**config.mk**
```make
export PLATFORM = sky130hd
export DESIGN_NAME = tape_ram_arbiter
export DESIGN_NICKNAME = d
export VERILOG_FILES = /design/src/rtl/lynx_pkg.sv /design/src/rtl/sync_fifo.sv /design/src/rtl/tape_ram_arbiter.sv
export SDC_FILE = /design/constraint.sdc
export NUM_CORES = 1
export LEC_CHECK = 0
export BUFFER_PORTS_ARGS = -buffer_cell sky130_fd_sc_hd__buf_4
export CORE_MARGIN = 5
export CORE_UTILIZATION = 32
export CTS_CLUSTER_DIAMETER = 100
export DETAILED_ROUTE_END_ITERATION = 8
export PLACE_DENSITY = 0.55
export SETUP_SLACK_MARGIN = 0.3
export SYNTH_ARGS = -nofsm -noshare
export SYNTH_HDL_FRONTEND = slang
export SYNTH_HIERARCHICAL = 1
export SYNTH_SLANG_ARGS = --single-unit
```
**constraint.sdc**
```tcl
create_clock -name clk -period 2.8 [get_ports clk]
set_input_delay 0.56 -clock clk [delete_from_list [all_inputs] [get_ports clk]]
set_output_delay 0.56 -clock clk [all_outputs]
set_load 0.005 [all_outputs]
```
**src/rtl/lynx_pkg.sv**
```systemverilog
// Shared types for the Lynx main-RAM write-port arbitration: grant state,
// tape FIFO entry layout and the bank-register address.
package lynx_pkg;

  typedef enum logic [1:0] {
    IDLE = 2'd0,
    CPU  = 2'd1,
    TAPE = 2'd2
  } grant_t;

  localparam logic [15:0] BANK_REG_ADDR = 16'hFFFF;

  typedef struct packed {
    logic [15:0] addr;
    logic [7:0]  data;
  } tape_entry_t;

  localparam int ENTRY_W = $bits(tape_entry_t);

endpackage

```
**src/rtl/sync_fifo.sv**
```systemverilog
// Small in-order FIFO with occupancy count; head entry is visible on rdata
// without a read latency.
module sync_fifo #(
  parameter int DEPTH = 4,
  parameter int WIDTH = 24
) (
  input  logic                   clk,
  input  logic                   reset,
  input  logic                   push,
  input  logic                   pop,
  input  logic [WIDTH-1:0]       wdata,
  output logic [WIDTH-1:0]       rdata,
  output logic [$clog2(DEPTH):0] count,
  output logic                   full,
  output logic                   empty
);

  localparam int AW = $clog2(DEPTH);
  localparam logic [AW:0] FULL_CNT = (AW + 1)'(DEPTH);

  logic [WIDTH-1:0] mem [DEPTH];
  logic [AW-1:0]    wr_ptr;
  logic [AW-1:0]    rd_ptr;
  logic             do_push;
  logic             do_pop;

  assign empty   = (count == '0);
  assign full    = (count == FULL_CNT);
  assign do_pop  = pop && !empty;
  // A full FIFO still accepts a push when the head leaves in the same cycle.
  assign do_push = push && (!full || do_pop);
  assign rdata   = mem[rd_ptr];

  always_ff @(posedge clk) begin
    if (reset) begin
      wr_ptr <= '0;
      rd_ptr <= '0;
      count  <= '0;
    end else begin
      if (do_push) wr_ptr <= wr_ptr + AW'(1);
      if (do_pop)  rd_ptr <= rd_ptr + AW'(1);
      case ({do_push, do_pop})
        2'b10:   count <= count + (AW + 1)'(1);
        2'b01:   count <= count - (AW + 1)'(1);
        default: count <= count;
      endcase
    end
  end

  // NOTE: storage is deliberately not reset; the pointers and count define
  // validity, so stale contents are never observable.
  always_ff @(posedge clk) begin
    if (do_push) mem[wr_ptr] <= wdata;
  end

endmodule

```
**src/rtl/tape_ram_arbiter.sv**
```systemverilog
// Arbitrates the Lynx main-RAM write port between the Z80 and the buffered
// tape loader stream, stalling the CPU only for urgent and bounded bursts.
module tape_ram_arbiter
  import lynx_pkg::*;
#(
  parameter int DEPTH     = 4,
  parameter int URGENT    = 3,
  parameter int MAX_STALL = 8
) (
  input  logic        clk,
  input  logic        reset,
  input  logic        tape_wr,
  input  logic [15:0] tape_addr,
  input  logic [7:0]  tape_dout,
  input  logic        cpu_req,
  input  logic [15:0] cpu_addr,
  input  logic [7:0]  cpu_dout,
  output logic        cpu_wait,
  output logic        ram_we,
  output logic [15:0] ram_addr,
  output logic [7:0]  ram_din,
  output logic        tape_busy,
  output logic        tape_overflow
);

  localparam int CW = $clog2(DEPTH) + 1;
  localparam int SW = $clog2(MAX_STALL + 1);

  grant_t         state;
  grant_t         grant;
  logic [SW-1:0]  stall_cnt;
  logic [CW-1:0]  count;
  logic           full;
  logic           empty;
  logic           pop;
  tape_entry_t    wr_entry;
  tape_entry_t    head;

  assign wr_entry = '{addr: tape_addr, data: tape_dout};

  sync_fifo #(
    .DEPTH (DEPTH),
    .WIDTH (ENTRY_W)
  ) u_fifo (
    .clk   (clk),
    .reset (reset),
    .push  (tape_wr),
    .pop   (pop),
    .wdata (wr_entry),
    .rdata (head),
    .count (count),
    .full  (full),
    .empty (empty)
  );

  // State register: previous grant and the consecutive-stall counter.
  always_ff @(posedge clk) begin
    if (reset) begin
      state     <= IDLE;
      stall_cnt <= '0;
    end else begin
      state <= grant;
      if (!cpu_req || grant == CPU)
        stall_cnt <= '0;
      else if (grant == TAPE && int'(stall_cnt) < MAX_STALL)
        stall_cnt <= stall_cnt + SW'(1);
    end
  end

  // NOTE: every always_comb output gets a default first so no path can
  // leave it unassigned and infer a latch.
  always_comb begin
    grant = IDLE;
    if (!cpu_req && !empty)
      grant = TAPE;
    else if (cpu_req && int'(count) >= URGENT && int'(stall_cnt) < MAX_STALL)
      grant = TAPE;
    else if (cpu_req)
      grant = CPU;
  end

  always_comb begin
    pop       = (grant == TAPE);
    cpu_wait  = cpu_req && (grant == TAPE);
    tape_busy = !empty || (ram_we && state == TAPE);
  end

  // RAM port is registered: exactly one cycle from grant to ram_we.
  always_ff @(posedge clk) begin
    if (reset) begin
      ram_we   <= 1'b0;
      ram_addr <= '0;
      ram_din  <= '0;
    end else begin
      ram_we <= (grant != IDLE);
      case (grant)
        TAPE: begin
          ram_addr <= head.addr;
          ram_din  <= head.data;
        end
        CPU: begin
          ram_addr <= cpu_addr;
          ram_din  <= cpu_dout;
        end
        default: begin
          ram_addr <= ram_addr;
          ram_din  <= ram_din;
        end
      endcase
    end
  end

  // Sticky until reset: a loader byte arrived with no room and no pop.
  always_ff @(posedge clk) begin
    if (reset)
      tape_overflow <= 1'b0;
    else if (tape_wr && full && !pop)
      tape_overflow <= 1'b1;
  end

endmodule

```
# == Word-level counts from Yosys, hierarchy flattened ==
# Memories as Yosys holds them, arrays and structs flattened. A register that Yosys moved wholly into a read port is not among the register bits.
# Cells that the tools add are included.
# W data, S select, Z words.
# classes
n_eq_ne,6
reduce_logical,22
add_sub_neg,5
magnitude_cmp,2
n_mux,10
# op_table
operator,count
$pmux W16 S2,1
$pmux W8 S2,1
$logic_and A1 B1 Y1,10
$mux W2,4
$eq A2 B2 Y1 const B,3
$pmux W3 S2,1
$reduce_bool A2 Y1,3
$add A2 B1 Y2 const B,2
$add A4 B1 Y4 const B,1
$eq A2 B1 Y1 const B,2
$logic_not A1 Y1,4
$lt A4 B4 Y1 const B,1
$add A3 B1 Y3 const B,1
$eq A3 B3 Y1 const B,1
$ge A3 B2 Y1 const B,1
$logic_not A3 Y1,1
$logic_or A1 B1 Y1,3
$mux W1,3
$sub A3 B1 Y3 const B,1
$reduce_or A2 Y1,1
# totals
word_cells,55
input_bits,52
n_memories,1
ramBits,96
reg_bits,39
# memory_table
name,depth,word_bits,read_ports,rd_clocked_by_memory_dff,wr,line,text
u_fifo.mem,4,24,1,1,1,sync_fifo.sv:21,logic [WIDTH-1:0] mem [DEPTH];

# == Longest topological paths before layout ==
# depth
ltp_word,11
ltp_mapped,11
ltp_nobuf,10

# == Modules after synthesis ==
# Netlist, hierarchy kept.
# by_module_without_submodules
mod,cells_each,instances,area_per_inst_um2
sync_fifo,185,1,3992.6
tape_ram_arbiter,147,1,1446.4

# == Worst setup path before layout ==
# OpenSTA, ideal clock, no wires.
# synth_path
kind,reg-to-reg
start,register u_fifo.count[1]
end,register u_fifo.count[2]
required_time_ps,2677
slack_ps,104
stages_incl_launch_ff,10
arrival_time_ps,2573
n_path_buf,0
cell_sequence,dfxtp_1 a21oi_1 o21ai_0 ha_1 o31a_1 nand2b_1 fa_1 nand2b_1 o31ai_2 mux2_1
# synth_between
elab_chain_cells,11
elab_cells_between_ends,20
cone_classes,2 x add/sub; 1 x order compare; 4 x eq/ne; 3 x mux; 10 x reduce/logical
# synth_rtl
element,line,text
start: declaration,sync_fifo.sv:13,"output logic [$clog2(DEPTH):0] count,"
start signal: assignment,sync_fifo.sv:43,2'b10: count <= count + (AW + 1)'(1);
start signal: assignment,sync_fifo.sv:44,2'b01: count <= count - (AW + 1)'(1);
start signal: assignment,sync_fifo.sv:45,default: count <= count;
$ge A3 B2 Y1,tape_ram_arbiter.sv:76,else if (cpu_req && int'(count) >= URGENT && int'(stall_cnt) < MAX_STALL)
$logic_and A1 B1 Y1 (2 in a row),tape_ram_arbiter.sv:76,
$mux W2,tape_ram_arbiter.sv:76,
$mux W2 *,tape_ram_arbiter.sv:74,if (!cpu_req && !empty)
$eq A2 B2 Y1 *,tape_ram_arbiter.sv:83,pop = (grant == TAPE);
via pop,tape_ram_arbiter.sv:35,logic pop;
$logic_and A1 B1 Y1 *,sync_fifo.sv:29,assign do_pop = pop && !empty;
$logic_or A1 B1 Y1,sync_fifo.sv:31,assign do_push = push && (!full || do_pop);
$logic_and A1 B1 Y1,sync_fifo.sv:31,
$eq A2 B1 Y1 / $eq A2 B2 Y1 (equally long branches),sync_fifo.sv:42,"case ({do_push, do_pop})"
$pmux W3 S2 / $reduce_bool A2 Y1 (equally long branches),n/a,
# The timed path passes the listed nets; every way through them passes the cells marked *.
# A chain may end at the register's enable or synchronous reset.

# == Worst setup path in the final report ==
# layout_path
start,register stall_cnt[3]
end,register u_fifo.count[2]
# layout_between
elab_chain_cells,10
elab_cells_between_ends,12
cone_classes,1 x order compare; 3 x eq/ne; 3 x mux; 5 x reduce/logical
# layout_rtl
element,line,text
start: declaration,tape_ram_arbiter.sv:31,logic [SW-1:0] stall_cnt;
start signal: assignment,tape_ram_arbiter.sv:66,stall_cnt <= stall_cnt + SW'(1);
$lt A4 B4 Y1 *,tape_ram_arbiter.sv:76,
$logic_and A1 B1 Y1 *,tape_ram_arbiter.sv:76,
$mux W2 *,tape_ram_arbiter.sv:76,
$mux W2 *,tape_ram_arbiter.sv:74,
via grant[1],tape_ram_arbiter.sv:30,grant_t grant;
$eq A2 B2 Y1 *,tape_ram_arbiter.sv:83,
via pop,tape_ram_arbiter.sv:35,
$logic_and A1 B1 Y1 *,sync_fifo.sv:29,
$logic_or A1 B1 Y1,sync_fifo.sv:31,
$logic_and A1 B1 Y1,sync_fifo.sv:31,
$eq A2 B1 Y1 / $eq A2 B2 Y1 (equally long branches),sync_fifo.sv:42,
$pmux W3 S2 / $reduce_bool A2 Y1 (equally long branches),n/a,
# Marks and branches as above.

==> flow_results.xml <==
<?xml version="1.0" encoding="UTF-8"?>
<metrics>
  <group name="run_status">
    <metric name="outcome" unit="">completed</metric>
  </group>
  <group name="timing">
    <metric name="timing.final.hold_violations" unit="">0</metric>
    <metric name="unrepaired_setup_endpoints_after_global_routing" unit="">no</metric>
    <metric name="final-max-slew-violation-count" unit="">0</metric>
    <metric name="setup_viol" unit="">0</metric>
    <metric name="period_share" unit="%">85.6</metric>
    <metric name="max_freq" unit="MHz">417</metric>
    <metric name="hold-worst-slack" unit="ns">0.353</metric>
    <metric name="timing_worst_slew_pin_value" unit="ns">0.540</metric>
    <metric name="finClkSkew" unit="ns">0.00816</metric>
    <metric name="max_slew_margin" unit="%">63.9</metric>
    <metric name="totalNegativeSetupSlack" unit="ns">0</metric>
    <metric name="final_period_minus_worst_setup_slack" unit="ns">2.40</metric>
  </group>
  <group name="min_path">
    <metric name="hp-start" unit="">tape_addr[6]</metric>
    <metric name="timing.hold.worst.class" unit="">in -&gt; reg</metric>
    <metric name="hold_end" unit="">u_fifo/mem[1][14]</metric>
    <metric name="worstHoldPathCells" unit="">1</metric>
  </group>
  <group name="clock_tree">
    <metric name="cts_max_path_buffers" unit="">2</metric>
    <metric name="htree_num_levels" unit="">4</metric>
    <metric name="clock-sinks" unit="">137</metric>
    <metric name="clkSlewWorstSetupHoldPaths" unit="ns">0.06</metric>
    <metric name="cts-buffers-inserted" unit="">17</metric>
    <metric name="cts-hold-fix-buffers" unit="">0</metric>
    <metric name="insertion_delay" unit="ns">0.41</metric>
    <metric name="clock_tree_from_tritoncts" unit="">done</metric>
    <metric name="cts.root.buffer_cell" unit="">clkbuf_16</metric>
  </group>
  <group name="logic_synthesis">
    <metric name="synthTopCellsByArea" unit="">edfxtp_1 (53%), dfxtp_1 (15%), mux4_2 (9.9%)</metric>
    <metric name="yosys.area.top_type_share" unit="%">53.0</metric>
    <metric name="synth_xor_xnor_area_share" unit="%">1.13</metric>
    <metric name="average_cell_area_after_synthesis" unit="um2">16.4</metric>
    <metric name="complex_gate_fraction_of_the_synthesized_area" unit="%">5.20</metric>
    <metric name="yosys_warnings" unit="">6</metric>
    <metric name="synth.area.mux_share" unit="%">14.7</metric>
    <metric name="synthesis.area" unit="um2">5440</metric>
    <metric name="post_synthesis_sequential_area_ratio" unit="%">68.1</metric>
    <metric name="post_synth_inst_count" unit="">332</metric>
    <metric name="synth.net_count" unit="">393</metric>
    <metric name="fraction_of_the_mapped_netlist_area_in_simple_logic_gates" unit="%">5.52</metric>
    <metric name="synth_adder_area_share" unit="%">2.21</metric>
    <metric name="synth_seq_cells" unit="">137</metric>
    <metric name="synthDistinctLibCells" unit="">39</metric>
    <metric name="cell_taking_the_most_area_after_synthesis" unit="">edfxtp_1</metric>
    <metric name="synth_top_family_by_area" unit="">multiplexers</metric>
  </group>
  <group name="setup_path">
    <metric name="critical_path_class" unit="">reg -&gt; reg</metric>
    <metric name="crit_path_cell_trace" unit="">nand2b_1, o22a_2, inv_2, ha_4, o31a_1, nand2b_1, fa_2, nand2b_1, o31ai_2, mux2_2</metric>
    <metric name="launch_point_of_the_worst_path" unit="">stall_cnt[3]</metric>
    <metric name="ff2ff_setup_slack" unit="ns">0.40</metric>
    <metric name="crit_path_max_incr_delay" unit="ns">0.36</metric>
    <metric name="worst_r2r_endpoint" unit="">u_fifo/count[2]</metric>
    <metric name="cp.arrival" unit="ns">2.68</metric>
    <metric name="slowest_stage" unit="">mux2_2</metric>
    <metric name="worst-endpoint-required" unit="ns">3.09</metric>
    <metric name="critical_path.startpoint_type" unit="">register</metric>
    <metric name="worst_path_most_repeated_cell" unit="">nand2b_1</metric>
    <metric name="r2r-start" unit="">stall_cnt[3]</metric>
    <metric name="critical_path.endpoint_type" unit="">register</metric>
    <metric name="worst_reg2reg_path_length_in_cells" unit="">10</metric>
    <metric name="worstPathMaxFanout" unit="">8</metric>
  </group>
  <group name="global_routing">
    <metric name="grt_usage" unit="%">11.7</metric>
    <metric name="grt_first_pass_wirelength" unit="um">17500</metric>
    <metric name="globalRoute.totalOverflow" unit="">0</metric>
    <metric name="grt_antenna_before_repair" unit="">1</metric>
    <metric name="grt_start_max_net_pins" unit="">39</metric>
    <metric name="grt_pass1_vias" unit="">3184</metric>
  </group>
  <group name="pwr">
    <metric name="cellLeakagePower" unit="uW">0.00252</metric>
    <metric name="powerDensity" unit="nW/um2">690</metric>
    <metric name="internal-power" unit="uW">3700</metric>
    <metric name="reg_power_share" unit="%">49.4</metric>
    <metric name="netSwitchingPower" unit="uW">1080</metric>
    <metric name="power.share.combinational" unit="%">11.3</metric>
    <metric name="vdd.ir_drop.worst" unit="uV">437</metric>
    <metric name="p_clk_share" unit="%">39.3</metric>
    <metric name="swShare" unit="%">22.7</metric>
  </group>
  <group name="floorplan">
    <metric name="num_io_pins" unit="">80</metric>
    <metric name="vertical_die_dimension" unit="um">140</metric>
    <metric name="placementRows" unit="">47</metric>
    <metric name="initial_standard_cell_utilization_of_the_core" unit="%">32.7</metric>
    <metric name="die_area" unit="um2">19700</metric>
    <metric name="die_w" unit="um">140</metric>
    <metric name="core_area" unit="um2">16600</metric>
  </group>
  <group name="place">
    <metric name="port-buffer-count" unit="">79</metric>
    <metric name="dpl.hpwl" unit="um">7410</metric>
    <metric name="place_inst" unit="">623</metric>
    <metric name="gpl.final_weighted_congestion" unit="">0.673</metric>
  </group>
  <group name="routing">
    <metric name="detail_route.drc_violations" unit="">0</metric>
    <metric name="routed_wire_length_per_instance" unit="um">16.7</metric>
    <metric name="final_antenna_net_count" unit="">0</metric>
    <metric name="first_pass_iters" unit="">4</metric>
    <metric name="drt-initial-drc-count" unit="">172</metric>
    <metric name="routed_wl" unit="um">11100</metric>
    <metric name="avgViaCountPerCell" unit="">4.65</metric>
    <metric name="route.vias.total" unit="">3085</metric>
  </group>
  <group name="job">
    <metric name="drv_cap" unit="">0</metric>
  </group>
  <group name="finish">
    <metric name="antenna_cells_inserted" unit="">0</metric>
    <metric name="area_growth" unit="%">27.5</metric>
    <metric name="fin_nets" unit="">492</metric>
    <metric name="layout.cells.most_common" unit="">edfxtp_1</metric>
    <metric name="post_layout_nonfiller_instances" unit="">663</metric>
    <metric name="layout.cells.most_common_list" unit="">edfxtp_1 (96), buf_4 (95), nor2_1 (41)</metric>
    <metric name="layout-drive-gt1-share" unit="%">38.1</metric>
  </group>
</metrics>
cells in the mapped netlist:
cell / count
xnor2_1: 3
nand2_1: 3
clkbuf_1: 2
nor2b_2: 1
xor2_1: 4
nor3b_1: 1
and2_1: 5
buf_4: 1
a211oi_1: 25
or3b_4: 1
nor4b_2: 1
nand3_1: 1
ha_1: 8
a31oi_1: 1
mux4_2: 24
mux2_1: 1
a21oi_1: 2
o31ai_2: 1
buf_6: 2
inv_1: 8
nor2_1: 41
a221oi_1: 1
nand2b_1: 3
fa_1: 1
and3_1: 1
dfxtp_1: 41
edfxtp_1: 96
a41oi_1: 1
buf_1: 3
buf_12: 2
o211ai_1: 1
nor3_1: 2
nand3b_1: 2
o31a_1: 2
buf_2: 10
mux2i_1: 25
o22a_1: 1
nor2b_1: 1
o21ai_0: 3
routing by layer:
layer | track usage, % | vias up | wire length, um
met4 | 4.33 | 2 | 194
met1 | 14.4 | 1518 | 4850
met3 | 4.67 | 16 | 621
met5 | 0 | - | 20
li1 | - | 1469 | -
met2 | 18.5 | 80 | 5400
through the flow:
step	setup slack [ns]	power (uW)	util (%)	instance area, um2
after floorplan	0.319	2690	-	5460
after global placement	0.223	2920	38.1	6350
after detailed placement	0.116	2940	38.1	6350
after CTS	0.279	4840	41.2	6850
after global routing	0.310	5000	41.7	6930
final	0.404	4780	41.7	6930
flip-flops by register name (all words and copies together) (netlist names), named ones only:
name	flops
ram_addr	16
ram_din	8
ram_we	1
stall_cnt	4
state	2
tape_overflow	1
u_fifo/count	3
u_fifo/mem	96
u_fifo/rd_ptr	2
u_fifo/wr_ptr	2
cells by family (layout without fill, tap and decap cells):
family	Yosys count	after routing
flops	137	137
simple gates	63	63
mux	50	50
compound gates	38	38
buf+inv	28	139
fa+ha+maj	9	9
xor+xnor	7	7
worst max path at each step:
stage                        endpoint  depth (start not counted)  slack (ns)
floorplan             u_fifo/count[2]                         10        0.32
global placement      u_fifo/count[2]                         10        0.22
detailed placement    u_fifo/count[2]                         10        0.12
CTS                 u_fifo/mem[3][10]                          8        0.28
global route          u_fifo/count[2]                         10        0.31
finish                u_fifo/count[2]                         10        0.40
power groups by stage:
stage,clock network (uW),registers (uW),logic [uW]
2_1_floorplan,0,2400,297
3_3_place_gp,0,2400,524
3_5_place_dp,0,2410,537
4_1_cts,1940,2370,539
5_1_grt,2030,2380,596
6_report,1880,2360,539
worst max-delay path: cells and delay by family (launching register included):
| kind | cells | cell delay [ns] |
|---|---|---|
| simple gates | 3 | 0.39 |
| flops | 1 | 0.35 |
| compound gates | 3 | 0.60 |
| mux | 1 | 0.36 |
| fa+ha+maj | 2 | 0.52 |
| buf+inv | 1 | 0.07 |
timing repair:
item | in CTS | in global routing
setup endpoints to repair | 42 | 84
setup buffers | 0 | 9
resized for setup | 4 | 7
pin swaps | 0 | 1
area by class of cell:
class | instances | area, um2
fill | 1538 | 9710
sequential | 137 | 3720
multi-input combinational | 167 | 1600
timing repair buffer | 100 | 813
clock buffer | 21 | 440
tap | 220 | 275
clock inverter | 10 | 56.3
inverter | 8 | 30.0
No activity file was read; power rests on OpenSTA's default activity.
